[config.mk]
export PLATFORM = sky130hd
export DESIGN_NAME = fetch_sequencer
export DESIGN_NICKNAME = d
export VERILOG_FILES = /design/src/rtl/fetch_sequencer_pkg.sv /design/src/rtl/fetch_sequencer_buffer.sv /design/src/rtl/fetch_sequencer.sv
export SDC_FILE = /design/constraint.sdc
export NUM_CORES = 1
export LEC_CHECK = 0
export CORE_AREA = 2 2 65 67
export DETAILED_ROUTE_END_ITERATION = 10
export DIE_AREA = 0 0 67 69
export PLACE_DENSITY = 0.83
export RECOVER_POWER = 50
export SYNTH_ARGS = -nofsm -noshare
export SYNTH_HDL_FRONTEND = slang
export SYNTH_SLANG_ARGS = --single-unit
[constraint.sdc]
create_clock -name clk -period 1.9 [get_ports clk]
set_input_delay 0.475 -clock clk [delete_from_list [all_inputs] [get_ports clk]]
set_output_delay 0.475 -clock clk [all_outputs]
set_load 0.02 [all_outputs]
[src/rtl/fetch_sequencer_pkg.sv]
// ---------------------------------------------------------------------------
// fetch_sequencer_pkg
// Shared constants and types for the fetch sequencer:
//   PC_W / INSTR_W  - program counter and instruction widths
//   RESET_PC        - PC after reset
//   HALT_WORD       - all-zero word (NOP, or program terminator when
//                     FETCH_HALT_ZERO_EN is defined)
//   state_e         - fetch FSM state encoding
//   pc_inc()        - modulo-2^PC_W PC increment
// ---------------------------------------------------------------------------
package fetch_sequencer_pkg;

  localparam int PC_W    = 3;
  localparam int INSTR_W = 16;

  localparam logic [PC_W-1:0]    RESET_PC  = 3'd0;
  localparam logic [INSTR_W-1:0] HALT_WORD = 16'h0000;

  typedef enum logic [1:0] {
    ST_IDLE  = 2'd0,
    ST_FETCH = 2'd1,
    ST_HALT  = 2'd2
  } state_e;

  // Wraps naturally from all-ones back to zero.
  function automatic logic [PC_W-1:0] pc_inc(input logic [PC_W-1:0] pc);
    return pc + 3'd1;
  endfunction

endpackage

[src/rtl/fetch_sequencer_buffer.sv]
// ---------------------------------------------------------------------------
// fetch_sequencer_buffer (fetch_buffer)
// One-entry valid/ready holding register with flush.
//   clk, rst_n   - clock, async active-low reset
//   load_i       - capture data_i/pc_i and mark valid
//   flush_i      - drop the held word (wins over load_i)
//   ready_i      - consumer accepts the held word this cycle
//   data_o/pc_o  - held word and the address it came from
//   valid_o      - held word not yet delivered
// ---------------------------------------------------------------------------
module fetch_sequencer_buffer
  import fetch_sequencer_pkg::*;
(
  input  logic               clk,
  input  logic               rst_n,
  input  logic               load_i,
  input  logic               flush_i,
  input  logic               ready_i,
  input  logic [INSTR_W-1:0] data_i,
  input  logic [PC_W-1:0]    pc_i,
  output logic [INSTR_W-1:0] data_o,
  output logic [PC_W-1:0]    pc_o,
  output logic               valid_o
);

  logic [INSTR_W-1:0] data_q, data_d;
  logic [PC_W-1:0]    pc_q, pc_d;
  logic               valid_q, valid_d;

  // Next-state for the holding register; data is only replaced on load so the
  // word stays stable under backpressure.
  always_comb begin
    data_d  = data_q;
    pc_d    = pc_q;
    valid_d = valid_q;
    if (flush_i) begin
      valid_d = 1'b0;
    end else if (load_i) begin
      data_d  = data_i;
      pc_d    = pc_i;
      valid_d = 1'b1;
    end else if (valid_q && ready_i) begin
      valid_d = 1'b0;
    end else begin
      valid_d = valid_q;
    end
  end

  // Holding register.
  always_ff @(posedge clk or negedge rst_n) begin
    if (!rst_n) begin
      data_q  <= 16'h0000;
      pc_q    <= 3'd0;
      valid_q <= 1'b0;
    end else begin
      data_q  <= data_d;
      pc_q    <= pc_d;
      valid_q <= valid_d;
    end
  end

  assign data_o  = data_q;
  assign pc_o    = pc_q;
  assign valid_o = valid_q;

endmodule

[src/rtl/fetch_sequencer.sv]
// ---------------------------------------------------------------------------
// fetch_sequencer
// PC and fetch controller: owns the PC, addresses instruction memory, buffers
// the returned word and hands it to decode over valid/ready.
//   start                    - leave IDLE and begin fetching
//   imem_addr / imem_data    - combinational instruction memory port
//   instr_out/pc/valid/ready - decode handshake
//   redirect_valid/pc        - branch/jump redirect (highest priority)
//   halted                   - in HALT (only with FETCH_HALT_ZERO_EN)
//   pc_wrap                  - pulse after PC advances all-ones -> 0
//   fetch_count              - saturating delivered-word count
// Config macro: FETCH_HALT_ZERO_EN - an all-zero word halts the program.
// ---------------------------------------------------------------------------
module fetch_sequencer
  import fetch_sequencer_pkg::*;
(
  input  logic               clk,
  input  logic               rst_n,
  input  logic               start,
  output logic [PC_W-1:0]    imem_addr,
  input  logic [INSTR_W-1:0] imem_data,
  output logic [INSTR_W-1:0] instr_out,
  output logic [PC_W-1:0]    instr_pc,
  output logic               instr_valid,
  input  logic               instr_ready,
  input  logic               redirect_valid,
  input  logic [PC_W-1:0]    redirect_pc,
  output logic               halted,
  output logic               pc_wrap,
  output logic [7:0]         fetch_count
);

  state_e          state_q, state_d;
  logic [PC_W-1:0] pc_q, pc_d;
  logic            halted_q, halted_d;
  logic            pc_wrap_q, pc_wrap_d;
  logic [7:0]      count_q, count_d;

  logic capture_s, halt_hit_s, load_s, flush_s, deliver_s;

  // A redirect suppresses any capture in the same cycle.
  assign capture_s = (state_q == ST_FETCH) && (!instr_valid || instr_ready)
                     && !redirect_valid;
`ifdef FETCH_HALT_ZERO_EN
  assign halt_hit_s = capture_s && (imem_data == HALT_WORD);
`else
  assign halt_hit_s = 1'b0;
`endif
  assign load_s    = capture_s && !halt_hit_s;
  assign flush_s   = redirect_valid || halt_hit_s;
  assign deliver_s = instr_valid && instr_ready;

  // FSM, PC and status next-state; redirect overrides start, capture and halt.
  always_comb begin
    state_d   = state_q;
    pc_d      = pc_q;
    halted_d  = halted_q;
    pc_wrap_d = 1'b0;
    if (redirect_valid) begin
      state_d  = ST_FETCH;
      pc_d     = redirect_pc;
      halted_d = 1'b0;
    end else begin
      case (state_q)
        ST_IDLE: begin
          if (start) state_d = ST_FETCH;
          else       state_d = ST_IDLE;
        end
        ST_FETCH: begin
          if (halt_hit_s) begin
            state_d  = ST_HALT;
            halted_d = 1'b1;
          end else if (load_s) begin
            pc_d      = pc_inc(pc_q);
            pc_wrap_d = (pc_q == {PC_W{1'b1}});
          end else begin
            pc_d = pc_q;
          end
        end
        ST_HALT: state_d = ST_HALT;
        default: begin
          state_d  = ST_IDLE;
          halted_d = 1'b0;
        end
      endcase
    end
    // A word delivered in the same cycle as a redirect or halt still counts.
    if (deliver_s && (count_q != 8'hFF)) count_d = count_q + 8'd1;
    else                                   count_d = count_q;
  end

  // Control state register.
  always_ff @(posedge clk or negedge rst_n) begin
    if (!rst_n) begin
      state_q   <= ST_IDLE;
      pc_q      <= RESET_PC;
      halted_q  <= 1'b0;
      pc_wrap_q <= 1'b0;
      count_q   <= 8'd0;
    end else begin
      state_q   <= state_d;
      pc_q      <= pc_d;
      halted_q  <= halted_d;
      pc_wrap_q <= pc_wrap_d;
      count_q   <= count_d;
    end
  end

  fetch_sequencer_buffer u_fetch_buffer (
    .clk     (clk),
    .rst_n   (rst_n),
    .load_i  (load_s),
    .flush_i (flush_s),
    .ready_i (instr_ready),
    .data_i  (imem_data),
    .pc_i    (pc_q),
    .data_o  (instr_out),
    .pc_o    (instr_pc),
    .valid_o (instr_valid)
  );

  assign imem_addr   = pc_q;
  assign halted      = halted_q;
  assign pc_wrap     = pc_wrap_q;
  assign fetch_count = count_q;

endmodule
==> metrics.cfg, run 1 <==
[detailed_routing]
vias_per_cell = 4.653
drt_wl_total_microns = 3105
wl_met1_microns = 1300
routedWlPerCell_microns = 14.18
dr.pass1.iters = 4
routed.top_layer = met4
route.vias.total = 1019
route.met3.wl_microns = 186
drc = 0
dr_wl_met2_microns = 1575
ant_nets = 0
drtIter0Drc = 17

[logic_synthesis]
synth_area_leaders = dfrtp_1 55%, mux2_4 19%, buf_12 2.6%
yosysSeqAreaShare_pct = 55.37
syn-cell-area_sq_um = 1536
synth_compound_area_share_pct = 3.094
ys_async_sr_fraction_pct = 100.0
synth_edf_count = 0
synth_most_common_cell = dfrtp_1
synth_xor_area_share_pct = 2.850
synthAdderAreaFrac_pct = 2.443
synthSimpleGateAreaFrac_pct = 9.935
syn-mean-instance-area_sq_um = 14.63
ys_warn_count = 0
synth_fp_nets = 132
ys.flop_type = dfrtp_1
synth_top_family_by_area = multiplexers
synth_top_area_share_pct = 55.37
ys_types = 29
synthMuxAreaShare_pct = 21.99
synth_seq_cells = 34
synth_common_cells = 34 x dfrtp_1, 19 x mux2_4, 5 x nand2_1
synth_top_cell_by_area = dfrtp_1
netlist_instances = 105

[layout]
nets = 195
layout-drive-gt1-share_pct = 18.34
antenna_cells = 0
final_cell_area_sq_um = 2240
syn2layout_area_growth_pct = 45.77
fill_cells = 329

[critical_path]
arrival_ps = 1360
worstSetupStartpoint = fetch_count[4]$_DFFE_PN0P_
worstSetupPathType = register to primary output
path_max_fanout = 5
r2r_end = fetch_count[1]$_DFFE_PN0P_
r2r-start = fetch_count[0]$_DFFE_PN0P_
cp_cell_sequence = clkdlybuf4s50_1
cp-end-kind = primary output
path_buf_inv = 1
worst_path_max_delay_cell = clkdlybuf4s50_1
r2r_cells = 4
required_ps = 1420
critPathLaunchType = register
crit_family = buffers and inverters
r2r_setup_slack_ps = 350
critical_path.max_stage_delay_ps = 640

[timing]
clock_skew_ps = 7.285
rsz0062_at_grt = false
fin_crit_ps = 1830
worst_pin_slew_ps = 826.1
period_share_pct = 96.33
slew_headroom_pct = 44.93
hold_violations = 0
drv_slew = 0
max_freq_mhz = 546.4
tns_ps = 0
setup_viol = 0

[die]
die_h_microns = 69
io_pins = 57
die_area_sq_um = 4623
fp.coreArea_sq_um = 3914
num_rows = 23
initial_utilization_pct = 39.26
chipWidth_microns = 67

[clock_tree]
ctsHoldBuffers = 0
path_clk_slew_ps = 70
cts_tree = done
cts_setup_buffers = 0
clock_latency_ps = 280
numCtsBuffers = 5
clock_path_buffers = 2
numClockSinks = 34
htree_levels = 2
cts_root_buffer = clkbuf_8
post_cts_resized = 0

[worst_hold_path]
hold_end = state_q[1]$_DFFE_PN0P_
whs_path_depth = 1
hold_class = register to register
min-delay-start = state_q[0]$_DFFE_PN0P_

[power_and_ir_drop]
ir_worst_vdd_v = 0.0005972
power_density_nw_per_um2 = 1068
leakage_nw = 0.9988

[placement]
placed_area_sq_um = 2153
gp_congestion = 0.7416
numPortBuffers = 55
hpwl_microns = 2375

[global_routing]
antenna_found_initial = 0
grt_pass1_wl_microns = 5181
grt_overflow = 0
grtUsageTotal_pct = 14.89
grt_max_degree = 35
first_global_vias = 1121

[run]
max_cap_violations = 0

[run_status]
outcome = finished, final reports clean

## stage by stage
step	hold slack, ps	power, mW	std cells	utilization (%)	setup slack (ps)
global route	502.4	2.515	219	57.23	7.370
detailed placement	456.1	1.812	211	55.02	-25.07
global placement	443.6	1.783	211	55.02	12.18
CTS	466.7	2.432	219	57.83	50.33
finish	463.7	2.392	219	57.23	69.67
floorplan	179.4	1.407	105	-	427.5
## per-layer routing
metal	vias to the layer above	GRT usage [%]
li1	485	-
met4	0	6.349
met1	493	17.81
met3	5	4.241
met2	36	24.53
met5	-	0
## how the worst max path moves through the flow
stage,to,slack [ps],cells past startpoint
floorplan,fetch_count[1]$_DFFE_PN0P_,430,4
global route,fetch_count[2],7,1
detailed placement,u_fetch_buffer.data_o[7]$_DFFE_PN0P_,-30,6
finish,fetch_count[4],70,1
global placement,u_fetch_buffer.data_o[0]$_DFFE_PN0P_,10,6
CTS,fetch_count[3],50,1
## cell type report
class                      instances  area (sq um)  share of cell area, %
clock buffer                       8         110.1                  4.916
inverter                           1         3.754                 0.1676
multi-input combinational         66         609.3                  27.21
sequential                        34         850.8                  37.99
tap                               50         62.56                  2.793
timing repair buffer              60         603.1                  26.93
## logic make-up after synthesis
kind of cell	count (synthesis)
flip-flops	34
multiplexers	24
AND/OR/NAND/NOR	24
AO/OA/AOI/OAI	9
XOR/XNOR	5
buffers and inverters	5
adder cells (fa/ha/maj)	3
other	1
## layout by cell type (no fill, tap or decap), types with 2 or more instances in the layout
cell,netlist,layout
dlygate4sd3_1,0,3
dfrtp_1,34,34
o21ai_0,3,4
clkbuf_1,0,2
ha_1,3,3
xnor2_1,2,2
clkdlybuf4s50_1,0,52
xor2_1,3,3
nand2b_1,2,3
mux2i_1,3,3
mux2_1,2,2
nor2_1,4,4
clkbuf_8,0,8
a21oi_1,4,4
mux2_4,19,19
nand2_1,5,5
buf_12,2,2
nand3_1,2,2
nand4_1,3,3
## power breakdown
| part | total (mW) | internal, mW | leakage, nW | switching (mW) |
|---|---|---|---|---|
| clock network | 0.608 | 0.365 | 0.0575 | 0.243 |
| registers | 0.999 | 0.860 | 0.404 | 0.139 |
| logic | 0.786 | 0.436 | 0.538 | 0.350 |
## sequential cells by signal, indices dropped and copies added (netlist names)
signal and cells:
u_fetch_buffer.pc_o 3, fetch_count 8, pc_wrap 1, u_fetch_buffer.data_o 16
imem_addr 3, u_fetch_buffer.valid_o 1, state_q 2
## worst register-to-register path: stages, from the launching register on
cell	delay [ps]
dfrtp_1	410
ha_1	240
nand3_1	110
o21ai_0	310
mux2_1	360
Note: power is estimated with default switching activity, not from simulation.
==> run 2, diff against run 1 <==
- TNS_END_PERCENT: unset -> 1
==> results of run 2 <==
Final layout, timing and power as in run 1 (identical DEF).
